[config.mk]
export PLATFORM = sky130hd
export DESIGN_NAME = seq_mult5
export DESIGN_NICKNAME = d
export VERILOG_FILES = /design/src/rtl/arith_pkg.sv /design/src/rtl/rca.sv /design/src/rtl/seq_mult5.sv
export SDC_FILE = /design/constraint.sdc
export NUM_CORES = 1
export LEC_CHECK = 0
export CAP_MARGIN = 5
export CORE_MARGIN = 8
export CORE_UTILIZATION = 28
export CTS_CLUSTER_SIZE = 25
export DETAILED_ROUTE_END_ITERATION = 16
export DONT_BUFFER_PORTS = 1
export HOLD_SLACK_MARGIN = 0.1
export PLACE_DENSITY_LB_ADDON = 0.15
export SYNTH_ARGS = -nofsm -noshare
export SYNTH_HDL_FRONTEND = slang
export SYNTH_SLANG_ARGS = --single-unit
[constraint.sdc]
create_clock -name clock -period 4.7 [get_ports clock]
set_input_delay 1.175 -clock clock [delete_from_list [all_inputs] [get_ports clock]]
set_output_delay 1.175 -clock clock [all_outputs]
set_load 0.03 [all_outputs]
[src/rtl/arith_pkg.sv]
// rtl/arith_pkg.sv - shared widths and FSM state encoding for the shift-and-add multiplier
package arith_pkg;

  localparam int MULT_W = 5;
  localparam int PROD_W = 2 * MULT_W;

  typedef enum logic [1:0] {
    IDLE = 2'b00,
    RUN  = 2'b01,
    DONE = 2'b10
  } state_t;

endpackage

[src/rtl/rca.sv]
// rtl/rca.sv - parameterized ripple-carry adder
module rca #(
  parameter int W = 5
) (
  input  logic [W-1:0] a,
  input  logic [W-1:0] b,
  input  logic         cin,
  output logic [W-1:0] sum,
  output logic         cout
);

  logic [W:0] carry;

  assign carry[0] = cin;

  // Full-adder chain, carry rippling from bit 0 upward.
  for (genvar i = 0; i < W; i++) begin : g_fa
    assign sum[i]       = a[i] ^ b[i] ^ carry[i];
    assign carry[i + 1] = (a[i] & b[i]) | (carry[i] & (a[i] ^ b[i]));
  end

  assign cout = carry[W];

endmodule

[src/rtl/seq_mult5.sv]
// rtl/seq_mult5.sv - sequential unsigned shift-and-add multiplier, one partial product per clock
module seq_mult5
  import arith_pkg::*;
#(
  parameter int N = MULT_W
) (
  input  logic           clock,
  input  logic           reset,
  input  logic           start,
  input  logic [N-1:0]   a,
  input  logic [N-1:0]   b,
  output logic [2*N-1:0] product,
  output logic           busy,
  output logic           done
);

  localparam int CW = (N > 1) ? $clog2(N) : 1;
  localparam logic [CW-1:0] LAST = CW'(N - 1);

  state_t        state;
  logic [N-1:0]  mcand;
  logic [N-1:0]  mplr;
  // The accumulator's bit above N-1 is always zero after the right shift,
  // so only the low N bits are stored; the adder carry lands in acc[N-1].
  logic [N-1:0]  acc;
  logic [CW-1:0] count;

  logic [N-1:0]  gated;
  logic [N-1:0]  sum_lo;
  logic          sum_c;
  logic [N-1:0]  acc_next;
  logic [N-1:0]  mplr_next;

  assign gated = mcand & {N{mplr[0]}};

  rca #(.W(N)) u_rca (
    .a    (acc),
    .b    (gated),
    .cin  (1'b0),
    .sum  (sum_lo),
    .cout (sum_c)
  );

  // {acc, mplr} <- {carry, sum, mplr} >> 1
  assign acc_next  = {sum_c, sum_lo[N-1:1]};
  assign mplr_next = {sum_lo[0], mplr[N-1:1]};

  // Control FSM plus operand, accumulator, counter and product registers.
  always_ff @(posedge clock) begin
    if (reset) begin
      state   <= IDLE;
      mcand   <= '0;
      mplr    <= '0;
      acc     <= '0;
      count   <= '0;
      product <= '0;
    end else begin
      case (state)
        IDLE, DONE: begin
          if (start) begin
            mcand <= a;
            mplr  <= b;
            acc   <= '0;
            count <= '0;
            state <= RUN;
          end else begin
            state <= IDLE;
          end
        end
        RUN: begin
          acc   <= acc_next;
          mplr  <= mplr_next;
          count <= count + 1'b1;
          if (count == LAST) begin
            product <= {acc_next, mplr_next};
            state   <= DONE;
          end
        end
        default: state <= IDLE;
      endcase
    end
  end

  assign busy = (state == RUN);
  assign done = (state == DONE);

endmodule
==> run_results.csv <==
group,metric,value,unit
run_status,status,"completed",
clock_tree,numCtsBuffers,5,
hold_path,hold_depth,2,
cells_and_area,fin_area,1480,um2
logic_synthesis,ys_warn_count,0,
place,place_inst,200,
timing,max_slew_margin,0.553,
route,vias_per_cell,4.76,
power_and_ir_drop,vdd_ir_drop_max,0.131,mV
place,port_buffers,0,
clock_tree,cts_resized,0,
worst_setup_path,r2r_slack,2.04,ns
power_and_ir_drop,leakage,0.514,nW
power_and_ir_drop,comb_power_share,0.052,
clock_tree,root_buffer,"clkbuf_8",
die,num_rows,25,
place,placed_cell_area,1340,um2
clock_tree,htreeDepth,2,
power_and_ir_drop,clkPwrFrac,0.517,
global_route,antenna_found_initial,0,
cells_and_area,layout.nets,173,
clock_tree,clk_pin_slew,0.06,ns
clock_tree,cts-hold-fix-buffers,0,
clock_tree,tritoncts,"yes",
timing,hold_viol_final,0,
power_and_ir_drop,internal_power,500,uW
route,num_vias,991,
timing,fin_setup_tns,0,ns
run,drv_cap,0,
global_route,grt_max_degree,31,
cells_and_area,final_util,0.316,
place,dpl.hpwl,2.22,mm
power_and_ir_drop,p_sw,129,uW
logic_synthesis,avgSynthCellArea,8.65,um2
die,boundaryPins,25,
power_and_ir_drop,swShare,0.205,
cells_and_area,final_cells,208,
timing,fmax,0.349,GHz
place,gp_congestion,0.763,
logic_synthesis,syn_inst,157,
worst_setup_path,reg2reg_from,"mplr[0]",
die,design.core.area,4690,um2
die,die_h,85.7,um
power_and_ir_drop,power.density,424,nW/um2
logic_synthesis,yosysTopAreaCell,"dfxtp_1",
route,post-route-drc-count,0,
route,ant_nets,0,
cells_and_area,num_antenna_cells,0,
global_route,grtUsageTotal,0.0852,
timing,tightestPinTransition,0.670,ns
clock_tree,insertion_delay,0.28,ns
cells_and_area,drive_gt1_frac,0.0844,
timing,post-route-period-util,0.609,
cells_and_area,syn_to_final_growth,9.21,%
die,initial_core_util,0.290,
hold_path,whs_endpoint,"mcand[0]",
route,post_drt_wl_per_cell,14.5,um
worst_setup_path,crit_fanout,18,
global_route,grt_remaining_overflow,0,
global_route,grt_pass1_wl,4.85,mm
worst_setup_path,cp.required,3.52,ns
logic_synthesis,synth-main-ff-cell,"dfxtp_1",
timing,finClkSkew,0.00439,ns
clock_tree,post-cts-setup-buffer-count,0,
power_and_ir_drop,p_seq_frac,0.431,
route,drtIter0Drc,67,
logic_synthesis,synthTopCellsByArea,"dfxtp_1 44%, nand2_1 11%, fa_1 5.9%, a21oi_1 5.5%, nor2_1 4.1%",
worst_setup_path,worst-setup-path-type,"register to primary output",
timing,period_needed,2.86,ns
logic_synthesis,syn_nets,177,
logic_synthesis,synth-edff-count,0,
clock_tree,cts_buffer_depth,2,
worst_setup_path,rr_worst_depth,12,
route,firstDrtPassIters,4,
hold_path,min_path_type,"register to register",
logic_synthesis,ys_types,26,
global_route,grt_pass1_vias,969,
die,die_area,7340,um2
worst_setup_path,cp_data_arrival_time,1.69,ns
timing,drv_slew,0,
worst_setup_path,cp-end-kind,"primary output",
route,wirelength,3.02,mm
clock_tree,cts.sinks,30,
logic_synthesis,synthesis.area,1360,um2
logic_synthesis,ys_seq_elements,30,
timing,rsz0062_at_grt,"false",
worst_setup_path,start_kind,"register",
logic_synthesis,synth_top_area_frac,0.442,
logic_synthesis,postSynth.asyncResetShare,0,
die,die_w,85.7,um
logic_synthesis,seq_area_frac_synth,0.442,
worst_setup_path,r2r_end,"acc[3]",
hold_path,holdCritStartpoint,"mcand[0]",
timing,setup_viol,0,
-- layout make-up --
cell class	count	area [um2]
Inverter	9	33.8
Clock inverter	2	60.1
Clock buffer	6	82.6
Tap cell	54	67.6
Multi-Input combinational cell	107	639
Fill cell	511	3210
Sequential cell	30	601
-- per-layer routing --
metal | wire length, um | vias up | track usage
li1 | - | 505 | -
met1 | 1460 | 457 | 0.102
met2 | 1270 | 26 | 0.123
met3 | 278 | 3 | 0.0478
met4 | 15 | 0 | 0.0334
met5 | 0 | - | 0
-- metrics by stage --
step | hold WS [ns] | worst slack, ns | total power [mW]
after global routing | 0.477 | 1.72 | 0.652
after global placement | 0.441 | 2.12 | 0.309
final | 0.456 | 1.84 | 0.629
after CTS | 0.459 | 1.83 | 0.637
after floorplan | 0.432 | 2.21 | 0.309
after detailed placement | 0.449 | 2.06 | 0.310
-- power groups by stage --
stage	Sequential [mW]	Combinational (mW)	Clock (mW)
finish	0.271	0.0325	0.325
CTS	0.271	0.0330	0.333
global route	0.272	0.0373	0.342
floorplan	0.273	0.0361	0
detailed placement	0.277	0.0330	0
global placement	0.277	0.0321	0
-- worst max path at each step --
stage                     slack, ns  startpoint  cells after the start     end
after floorplan                2.21     mplr[0]                     12  acc[3]
after global routing           1.72    state[1]                      2    busy
final                          1.84    state[1]                      2    busy
after global placement         2.12     mplr[0]                     12  acc[3]
after CTS                      1.83    state[1]                      2    busy
after detailed placement       2.06     mplr[0]                     12  acc[3]
-- cell families after synthesis --
family / count (synthesis) / synth area share
buffers and inverters: 20 / 0.0875
XOR/XNOR: 1 / 0.00645
flip-flops: 30 / 0.442
AO/OA/AOI/OAI: 28 / 0.143
AND/OR/NAND/NOR: 71 / 0.235
adder cells (fa/ha/maj): 7 / 0.0866
-- flip-flops by register name (all words and copies together) (netlist names) --
signal	cells
count	3
mcand	5
state	2
mplr	5
acc	5
product	10
-- critical path, cell delays in order (launching register included) --
cell	delay, ns
dfxtp_1	0.44
nand2b_1	0.58
inv_1	0.38
-- cells in the final DEF (no fill, tap or decap) --
| cell type | n |
|---|---|
| dfxtp_1 | 30 |
| nor2b_2 | 1 |
| nor3b_1 | 4 |
| ha_1 | 3 |
| bufinv_16 | 2 |
| nand2_1 | 39 |
| a31oi_1 | 4 |
| and4b_1 | 1 |
| a21oi_1 | 15 |
| nand3b_1 | 1 |
| nand3_1 | 3 |
| a211oi_2 | 4 |
| nand4b_1 | 1 |
| and2_1 | 2 |
| nor3_1 | 1 |
| nor2_1 | 15 |
| fa_1 | 4 |
| a311oi_1 | 5 |
| inv_1 | 9 |
| nand2b_1 | 2 |
| clkbuf_8 | 6 |
| nor2b_1 | 1 |
| xor2_1 | 1 |
-- cells in the mapped netlist (2+ instances only) --
cell,count
nand2b_1,2
and2_1,2
a21oi_1,15
nand3_1,3
a311oi_1,5
nor2_1,15
dfxtp_1,30
buf_4,2
inv_1,9
ha_1,3
a211oi_2,4
nand2_1,39
a31oi_1,4
fa_1,4
buf_6,3
buf_2,2
clkbuf_1,3
nor3b_1,4
Power figures use the tool's default switching activity.
